==> config.mk <==
export PLATFORM = sky130hd
export DESIGN_NAME = alu_seq_top
export DESIGN_NICKNAME = d
export VERILOG_FILES = /design/src/rtl/alu_seq_top.sv
export SDC_FILE = /design/constraint.sdc
export NUM_CORES = 1
export LEC_CHECK = 0
export ABC_CLOCK_PERIOD_IN_PS = 9400
export CAP_MARGIN = 40
export CORE_MARGIN = 4
export CORE_UTILIZATION = 48
export DETAILED_ROUTE_END_ITERATION = 10
export MAX_ROUTING_LAYER = met4
export PLACE_DENSITY_LB_ADDON = 0.15
export SLEW_MARGIN = 20
export SYNTH_ARGS = -nofsm -noshare
export SYNTH_HDL_FRONTEND = slang
export SYNTH_HIERARCHICAL = 1
export SYNTH_SLANG_ARGS = --single-unit
==> constraint.sdc <==
create_clock -name i_clk -period 9.4 [get_ports i_clk]
set_input_delay 1.88 -clock i_clk [delete_from_list [all_inputs] [get_ports i_clk]]
set_output_delay 1.88 -clock i_clk [all_outputs]
set_load 0.05 [all_outputs]
==> src/rtl/alu_seq_top.sv <==
// alu_seq_top: debounced button sequencer (A, B, opcode, execute, show) around one alu instance
module alu #(
    parameter int DATA_WIDTH = 8,
    parameter int OP_WIDTH = 6
) (
    input  logic [DATA_WIDTH-1:0] a,
    input  logic [DATA_WIDTH-1:0] b,
    input  logic [OP_WIDTH-1:0]   op,
    output logic [DATA_WIDTH-1:0] y,
    output logic [2:0]            flags
);
    logic [DATA_WIDTH:0] sum, dif;
    logic c;
    assign sum = {1'b0, a} + {1'b0, b};
    assign dif = {1'b0, a} - {1'b0, b};
    always_comb begin
        y = '0;
        c = 1'b0;
        case (op)
            OP_WIDTH'(6'b100000): {c, y} = sum;
            OP_WIDTH'(6'b100010): {c, y} = dif;
            OP_WIDTH'(6'b100100): y = a & b;
            OP_WIDTH'(6'b100101): y = a | b;
            OP_WIDTH'(6'b100110): y = a ^ b;
            OP_WIDTH'(6'b100111): y = ~(a | b);
            OP_WIDTH'(6'b000010): y = a >> b;
            OP_WIDTH'(6'b000011): y = $signed(a) >>> b;
            default: ;
        endcase
    end
    assign flags = {y[DATA_WIDTH-1], ~|y, c};
endmodule

module alu_seq_top #(
    parameter int DATA_WIDTH = 8,
    parameter int OP_WIDTH = 6,
    parameter int DEBOUNCE_CYCLES = 4
) (
    input  logic                  i_clk,
    input  logic                  i_rst,
    input  logic [DATA_WIDTH-1:0] i_sw,
    input  logic [2:0]            i_btn,
    output logic [DATA_WIDTH-1:0] o_led,
    output logic [2:0]            o_flags,
    output logic                  o_valid,
    output logic                  o_err,
    output logic [2:0]            o_state,
    output logic                  o_acc
);
    localparam logic [2:0] LOAD_A = 3'd0;
    localparam logic [2:0] LOAD_B = 3'd1;
    localparam logic [2:0] LOAD_OP = 3'd2;
    localparam logic [2:0] EXEC = 3'd3;
    localparam logic [2:0] SHOW = 3'd4;
    localparam logic [OP_WIDTH-1:0] OP_ADD = OP_WIDTH'(6'b100000);
    localparam int CW = $clog2(DEBOUNCE_CYCLES + 1);
    logic [2:0] s1, s2, lvl, lvl_d, pulse, state, f;
    logic [CW-1:0] cnt [3];
    logic [DATA_WIDTH-1:0] a, b, y;
    logic [OP_WIDTH-1:0] op, sw_op;
    logic clr, tog, ent, legal;
    always_ff @(posedge i_clk or posedge i_rst) begin
        if (i_rst) begin
            s1 <= '0;
            s2 <= '0;
            lvl <= '0;
            lvl_d <= '0;
            pulse <= '0;
            for (int i = 0; i < 3; i++) cnt[i] <= '0;
        end else begin
            s1 <= i_btn;
            s2 <= s1;
            lvl_d <= lvl;
            pulse <= lvl & ~lvl_d;
            for (int i = 0; i < 3; i++) begin
                if (s2[i] == lvl[i]) cnt[i] <= '0;
                else if (cnt[i] == CW'(DEBOUNCE_CYCLES - 1)) begin
                    lvl[i] <= s2[i];
                    cnt[i] <= '0;
                end else cnt[i] <= cnt[i] + CW'(1);
            end
        end
    end
    assign clr = pulse[1];
    assign tog = pulse[2] & ~pulse[1];
    assign ent = pulse[0] & ~|pulse[2:1];
    assign sw_op = i_sw[OP_WIDTH-1:0];
    assign legal = sw_op inside {OP_WIDTH'(6'b100000), OP_WIDTH'(6'b100010), OP_WIDTH'(6'b100100),
                                 OP_WIDTH'(6'b100101), OP_WIDTH'(6'b100110), OP_WIDTH'(6'b000011),
                                 OP_WIDTH'(6'b000010), OP_WIDTH'(6'b100111)};
    assign o_state = state;
    assign o_valid = state == SHOW;
    alu #(.DATA_WIDTH(DATA_WIDTH), .OP_WIDTH(OP_WIDTH)) u_alu (.a(a), .b(b), .op(op), .y(y), .flags(f));
    always_ff @(posedge i_clk or posedge i_rst) begin
        if (i_rst) o_acc <= 1'b0;
        else if (tog) o_acc <= ~o_acc;
    end
    always_ff @(posedge i_clk or posedge i_rst) begin
        if (i_rst) begin
            state <= LOAD_A;
            a <= '0;
            b <= '0;
            op <= OP_ADD;
            o_led <= '0;
            o_flags <= '0;
            o_err <= 1'b0;
        end else if (clr) begin
            state <= LOAD_A;
            a <= '0;
            b <= '0;
            op <= OP_ADD;
            o_led <= '0;
            o_flags <= '0;
            o_err <= 1'b0;
        end else begin
            case (state)
                LOAD_A: if (ent) begin
                    a <= i_sw;
                    state <= LOAD_B;
                end
                LOAD_B: if (ent) begin
                    b <= i_sw;
                    state <= LOAD_OP;
                end
                LOAD_OP: if (ent) begin
                    o_err <= ~legal;
                    if (legal) begin
                        op <= sw_op;
                        state <= EXEC;
                    end
                end
                EXEC: begin
                    o_led <= y;
                    o_flags <= f;
                    state <= SHOW;
                end
                SHOW: if (ent) begin
                    if (o_acc) a <= o_led;
                    state <= o_acc ? LOAD_B : LOAD_A;
                end
                default: state <= LOAD_A;
            endcase
        end
    end
endmodule

==> impl_results.md <==
- Final worst setup slack: 5271 ps
- Slowest stage delay, CP: 830 ps
- Clock Pin Slew Worst Setup and Hold Paths: 70 ps
- Row cnt: 34
- Input/output buffers: 29
- EDFF count, synth: 0
- Number of DRC markers in iteration 0: 305
- IO Pins: 30
- Max Clk Rate: 0.2422 GHz
- TNS Setup: 0 ps
- Via/cell ratio: 6.077
- Initial DRT Pass Iterations: 5
- Core Area: 0.008763 mm2
- Top post-synthesis cells by area: dfrtp_1, ha_1, mux2i_1
- TritonCTS clock tree: built
- Total of max-cap violations: 0
- Skew final: 10.84 ps
- Worst Tran Pin Value: 995.6 ps
- Cells after Synth: 449
- Hold Buf Count CTS: 0
- Sequential area share after synthesis: 0.3582
- Post-CTS resize count: 0
- Worst-path cell with the longest stage delay: clkdlybuf4s50_1
- Dpl ws: 5619 ps
- #FFs+latches synth: 62
- Initial core utilization: 0.4947
- First-pass GRT wire length: 17860 um
- Mean routed wirelength per cell: 18.74 um
- PwrDens: 272.7 mW/mm2
- Number of global-route vias before repair: 3411
- P&R area growth vs syn: 13.16%
- CTS Buffer Depth: 2
- Kind of critical path: flop to output port
- Via count: 3531
- Routed wire length: 10890 um
- Crit share post-route: 0.4393
- Largest net degree at the start of global routing: 63
- # DRC: 0
- Leak Pwr: 2.023 nW
- Die area: 0.01062 mm2
- Crit Path Max Fanout: 12
- Initial antenna violation count: 0
- Number of CTS-inserted buffers: 9
- WP data required: 7520 ps
- Area of the multi-input gates: 0.002527 mm2
- Worst hold-check path type: flop to flop
- Antenna Diode Count: 0
- Die Y: 103.0 um
- Rel. slew slack: 0.3269
- Slew Limit Fails: 0
- Root Driver: clkbuf_8
- Maximum ir drop on the vdd rail: 0.1685 mV
- Setup bufs post-CTS: 0
- Critical Path AT: 2250 ps
- Period minus WS final: 4129 ps
- Most common cell after layout, fill and taps aside: dfrtp_1
- Top FF cell, synth: dfrtp_1
- Post-detail-place hpwl: 7762 um
- Post-Syn Area: 0.004335 mm2
- Asr flop ratio synth: 1.000
- Avg Inst Size Synth: 9.656 um2
- Finish-stage setup viols: 0
- Worst Setup Start Kind: flop
- Status: complete, no violations
- Fill cell count: 791
- Ys Warns: 6
- Antenna Nets Post-Route: 0
- Clk Latency, worst-skew pair: 340 ps
- RSZ-0062 raised after global routing: false
- WP buf/inv: 2
- Hold Fails Final Rpt: 0
- Synth area leader: dfrtp_1
- Chip Width: 103.0 um
- Largest delay contributor family on the critical path: buffers and inverters
- CP Capture Type: output port
- RD Place Congestion: 0.9416
- Synth top area share: 0.3521
- Synthesized netlist net count: 491
- Fin nets: 510
- Commonest cells after routing, fill and taps aside: dfrtp_1, nor2_1, mux2i_1
- H-Tree Depth: 3
- Reg area: 0.001553 mm2
- CTS Sinks: 62
- CP cell instances: nor3b_2 -> buf_4 -> clkdlybuf4s50_1
- Layout cell share with drive strength beyond 1: 0.1226
- Total GRT Usage: 0.2238
- Post-synth cell types: 72
- Grt total ovfl: 0
==> final cells by class <==
type	count	share of cell area
multi-input combinational	330	0.5152
sequential	62	0.3165
timing repair buffer	39	0.08008
clock buffer	11	0.02882
tap	108	0.02754
inverter	26	0.01989
clock inverter	5	0.01199
==> per-stage QoR <==
stage	std cells	hold WS (ps)	cell area [um2]	utilization	total power [W]
floorplan	449	331.2	4335	-	0.0009298
global placement	561	335.8	4648	0.5304	0.001080
detailed placement	563	334.7	4671	0.5330	0.001092
CTS	579	352.4	4871	0.5558	0.001335
global route	581	374.9	4906	0.5598	0.001427
finish	581	351.9	4906	0.5598	0.001338
==> Yosys cell counts, types with 7 or more instances <==
| cell type | count |
|---|---|
| a211oi_1 | 12 |
| a21oi_1 | 15 |
| a22o_1 | 12 |
| clkbuf_1 | 18 |
| dfrtp_1 | 61 |
| ha_1 | 27 |
| inv_1 | 26 |
| mux2i_1 | 32 |
| nand2_1 | 20 |
| nand2b_1 | 11 |
| nand3_1 | 8 |
| nor2_1 | 39 |
| nor2b_1 | 12 |
| nor3_1 | 10 |
| nor3b_1 | 10 |
| o211ai_1 | 7 |
| o21ai_0 | 14 |
==> power breakdown <==
group	leakage [nW]	switching [W]	internal, W
sequential	0.812	0.0000975	0.000337
combinational	1.11	0.000388	0.000277
clock	0.0959	0.000108	0.000130
total	2.02	0.000593	0.000744
==> per-layer routing <==
layer	part of all wire	routed length, um	track usage	vias to the layer above
li1	-	-	-	1670
met1	0.46	5020	0.3047	1700
met2	0.47	5063	0.3384	140
met3	0.051	552	0.04263	21
met4	0.023	249	0.06972	0
met5	0	0	-	-
==> worst paths after layout <==
kind / start / to / slack (ps) / cells past startpoint
max: o_state[2] / o_valid / 5270 / 3
max reg2reg: b[1] / o_flags[1] / 5930 / 10
max in group asynchronous: i_rst / op[5] / 7080 / 4
min reg2reg: s1[2] / s2[2] / 350 / 0
min in group asynchronous: i_rst / o_flags[0] / 1800 / 3
min: s1[2] / s2[2] / 350 / 0
==> state kept, by name, indices dropped and copies added (netlist names) <==
signal   count
o_flags      3
b            8
op           6
lvl_d        3
s1           3
o_state      3
o_led        8
s2           3
a            8
cnt          9
o_acc        1
lvl          3
pulse        3
o_err        1
==> kinds of logic after synthesis <==
| logic type | count (synthesis) | share of synthesized area |
|---|---|---|
| and+or+nand+nor | 149 | 0.1939 |
| buffers and inverters | 57 | 0.06031 |
| muxes | 40 | 0.09985 |
| xor gates and xnor gates | 9 | 0.01818 |
| AOI/OAI and AO/OA | 103 | 0.1824 |
| DFF | 62 | 0.3582 |
| adders and majority gates | 29 | 0.08716 |
Note: power is estimated with default switching activity, not from simulation.
==> variant 1: new RTL, config.mk and constraints unchanged <==
Reset style: synchronous (`i_rst`), changed in 3 clocked blocks.
--- a/src/rtl/alu_seq_top.sv
+++ b/src/rtl/alu_seq_top.sv
@@ -61,3 +61,3 @@
     logic clr, tog, ent, legal;
-    always_ff @(posedge i_clk or posedge i_rst) begin
+    always_ff @(posedge i_clk) begin
         if (i_rst) begin
@@ -93,3 +93,3 @@
     alu #(.DATA_WIDTH(DATA_WIDTH), .OP_WIDTH(OP_WIDTH)) u_alu (.a(a), .b(b), .op(op), .y(y), .flags(f));
-    always_ff @(posedge i_clk or posedge i_rst) begin
+    always_ff @(posedge i_clk) begin
         if (i_rst) o_acc <= 1'b0;
@@ -97,3 +97,3 @@
     end
-    always_ff @(posedge i_clk or posedge i_rst) begin
+    always_ff @(posedge i_clk) begin
         if (i_rst) begin
Function: differs if i_rst is asserted again (counterexample within 10 cycles, from zero or initial values and one cycle with i_rst high); with i_rst held inactive, the same outputs for 10 cycles.
==> variant 1 against the unedited design <==
- utilization shrank 0.32 points
- area after synthesis shrank 2.2%
- fmax grew 2.4%
- cell area shrank 2.0%
- cell count grew 6.2%
- die area shrank 2.0%
- sequential cell count is the same
- setup slack gained 0.096 ns
- register-to-register slack lost 0.21 ns
- wire length shrank 5.3%
- non-clock buffer count shrank 4
- worst hold slack gained 0.033 ns
- largest cell class unchanged
Power is not compared: it rests on default switching activity, and its combinational part moved more than twofold at a synthesized area within 25%.
==> variant 1: results (changes against the unedited design) <==
Finish
  • Layout cells sized above 1: 9.627% (-2.6 points)
  • Layout Nets: 549 (+7.6%)
  • Multi-In Gates: 365 (+11%)
  • Final-layout clock-cell area share: 4.191% (+0.11 points)
  • Fillers: 819 (+3.5%)

Setup path
  • R2R depth: 11 (+1)
  • RR Endpoint: o_flags[1]
  • CP startpoint: o_state[2]
  • Reg-to-Reg Start: b[1]
  • Flop2flop setup slack: 5.72 ns (-0.21 ns)

Hold path
  • Hold path cells: 1 (+1)

Global routing
  • Maximum number of pins on one net before global-route repair: 32 (-49%)
  • First-pass GRT wire length: 16990 µm (-4.9%)

Logic synthesis
  • Top_reg_cell synth: dfxtp_1
  • Sequential fraction of the synthesis area: 31.40% (-4.4 points)

Routing
  • Metal1 wirelength: 4520 µm (-10%)
  • WL per Instance: 16.71 µm (-11%)
  • Met3 Routed Length: 390 µm (-29%)
  • Drt total wl: 10310 µm (-5.3%)
  • DR vias: 3507 (-0.68%)
  • Number of DRC markers in iteration 0: 159 (-48%)

STA
  • Worst Skew: 0.01161 ns (+0.0007621 ns)
  • Slew at the pin closest to its max-slew limit: 0.7859 ns (-0.2097 ns)

Placed design
  • DPL Wire Length: 7664 µm (-1.3%)
  • Placed cells: 599 (+6.4%)

Run status
  • Status: completed
## variant 1: routing by layer
layer,GRT usage (%),vias to the layer above
met2,35.53,60
met1,26.15,1685
met5,-,-
li1,-,1753
met3,3.959,9
met4,7.164,0
## variant 1: cells by family (layout without fill, tap and decap cells)
logic type	after synthesis	in the layout	share of synthesized area, %
buffers and inverters	64	82	6.582
DFF	62	62	31.41
xor gates and xnor gates	9	9	1.860
adders and majority gates	33	33	10.04
and+or+nand+nor	172	172	20.99
muxes	51	51	12.72
AOI/OAI and AO/OA	91	91	16.32
other	1	9	0.08846
## variant 1: metrics by stage
step | hold WS [ns] | setup slack (ns) | utilization [%] | cell area [µm²]
global placement | 0.3726 | 5.764 | 52.87 | 4566
global route | 0.4074 | 5.263 | 55.67 | 4807
finish | 0.3847 | 5.366 | 55.67 | 4807
floorplan | 0.3674 | 5.968 | - | 4269
CTS | 0.3874 | 5.351 | 55.52 | 4795
detailed placement | 0.3758 | 5.717 | 53.19 | 4593
==> variant 2: new RTL, config.mk and constraints unchanged <==
Without the edit above. `DATA_WIDTH` is set to 8 in 2 places; all go to 7.
--- a/src/rtl/alu_seq_top.sv
+++ b/src/rtl/alu_seq_top.sv
@@ -2,3 +2,3 @@
 module alu #(
-    parameter int DATA_WIDTH = 8,
+    parameter int DATA_WIDTH = 7,
     parameter int OP_WIDTH = 6
@@ -34,3 +34,3 @@
 module alu_seq_top #(
-    parameter int DATA_WIDTH = 8,
+    parameter int DATA_WIDTH = 7,
     parameter int OP_WIDTH = 6,
Ports: changed (resized i_sw and o_led); port bits go from 30 to 28. No check against the original RTL was run, so the function may have changed too.
==> variant 2 against the unedited design <==
- total power up 16%
- setup slack improved by 0.043 ns
- worst hold slack better by 0.013 ns
- sequential cell count fell by 3
- area after synthesis decreased by 8.6%
- synthesized cell count fell by 12%
- utilization grew 0.71 points
- cell area shrank 8.8%
- wire length decreased by 15%
- non-clock buffer count decreased by 6
- fmax is 1.0% higher
- critical path depth increased by 1
- critical endpoint unchanged
- largest cell class unchanged
==> variant 2: results (changes against the unedited design) <==
Hold path
  • Hold path cells: 0 (unchanged)
  • Hold wc startpoint: s1[1]
  • WHS Endpoint: s2[1]

Finish
  • Max FFs per register: 9 (unchanged)
  • Layout cells sized above 1: 13.58% (+1.3 points)
  • Layout Nets: 461 (-9.6%)
  • Fin cells: 529 (-9.0%)

Clock tree
  • Resized Gates After CTS: 0 (unchanged)
  • CTS clock-pin slew for the worst setup and hold paths: 0.07 ns (about the same)
  • H-tree depth: 3 (unchanged)

STA
  • WHS: 0.3646 ns (+0.01266 ns)
  • Worst relative slew slack: 50.59% (+18 points)
  • Worst Skew: 0.007378 ns (-0.003466 ns)
  • Final worst path period need: 4.087 ns (-0.04255 ns)

Routing
  • Drt total wl: 9216 µm (-15%)
  • Via-per-instance ratio: 5.924 (-2.5%)
  • Number of DRC markers in iteration 0: 180 (-41%)
  • First drt pass iteration count: 4 (-1)

Global routing
  • First-pass GRT wire length: 15590 µm (-13%)
  • Gr usage total: 20.45% (-1.9 points)
  • Initial antenna violation count: 0 (unchanged)
  • Maximum number of pins on one net before global-route repair: 60 (-4.8%)
  • Vias in the first global route: 3047 (-11%)

Power and ir drop
  • Clock group power: 0.000224 W (-6%)
  • Combinational group power: 0.000865 W (+30%)
  • Peak VDD IR: 236.4 µV (+40%)
  • P_leak: 1.841 nW (-9.0%)
  • Total net switching power: 0.0007271 W (+23%)
  • Sw frac: 46.96% (+2.6 points)

Setup path
  • Critical Path End: o_valid
  • Flop2flop setup slack: 5.98 ns (+0.05 ns)
  • Worst EP arrival: 2.21 ns (-0.04 ns)
  • Max FO, Critical Path: 9 (-3)
  • R2R depth: 11 (+1)
  • RR Endpoint: o_flags[1]
  • Reg-to-Reg Start: b[0]
  • Crit path largest cell delay: 0.83 ns (about the same)
  • Max stage delay cell, worst path: clkdlybuf4s50_1
  • CP startpoint: o_state[2]

Logic synthesis
  • Async S/R FF share, synth: 100.0% (unchanged)
  • Most common library cells after synthesis: 58 x dfrtp_1, 35 x nor2_1, 26 x inv_1
  • Syn Inst Count: 397 (-12%)
  • Synth top area cells: dfrtp_1 37%, ha_1 7.9%, mux2i_1 6.3%, nor2_1 3.3%, a22o_1 3.1%
  • Sequential fraction of the synthesis area: 37.28% (+1.5 points)
  • Yosys top cell area share: 36.62% (+1.4 points)
  • Yosys warning count: 6 (unchanged)
  • Post-Syn Nets: 436 (-11%)
  • Unique masters post-synth: 71 (-1.4%)

Placed design
  • GPL Wtd Cong: 0.8743 (-7.1%)
  • Placed cells: 513 (-8.9%)
  • Placed standard-cell area: 4279 µm² (-8.4%)
  • Dpl ws: 5.685 ns (+0.06596 ns)
  • IO Port Bufs: 27 (-6.9%)
  • DPL Wire Length: 6753 µm (-13%)

Run status
  • Status: completed
[variant 2: cells by family (layout without fill, tap and decap cells)]
family / Yosys count / count (layout) / synth area share (%)
AO/OA/AOI/OAI: 104 / 104 / 20.33
multiplexers: 32 / 32 / 8.680
adder cells (fa/ha/maj): 27 / 27 / 8.902
AND/OR/NAND/NOR: 122 / 122 / 17.33
flip-flops: 59 / 59 / 37.28
buffers and inverters: 45 / 75 / 5.713
XOR/XNOR: 8 / 8 / 1.768
[variant 2: area by class of cell]
class / instances / area [µm²]
Fill cell: 710 / 3416
Multi-Input combinational cell: 293 / 2260
Sequential cell: 59 / 1478
Timing Repair Buffer: 33 / 316.6
Tap cell: 102 / 127.6
Clock buffer: 9 / 123.9
Inverter: 26 / 97.59
Clock inverter: 7 / 68.82
[variant 2: metal layers]
layer | wire, µm | up-vias | track usage, %
met4 | 223 | 0 | 7.143
li1 | - | 1497 | -
met2 | 4278 | 70 | 30.89
met1 | 4400 | 1547 | 27.58
met3 | 314 | 20 | 3.822
met5 | 0 | - | -
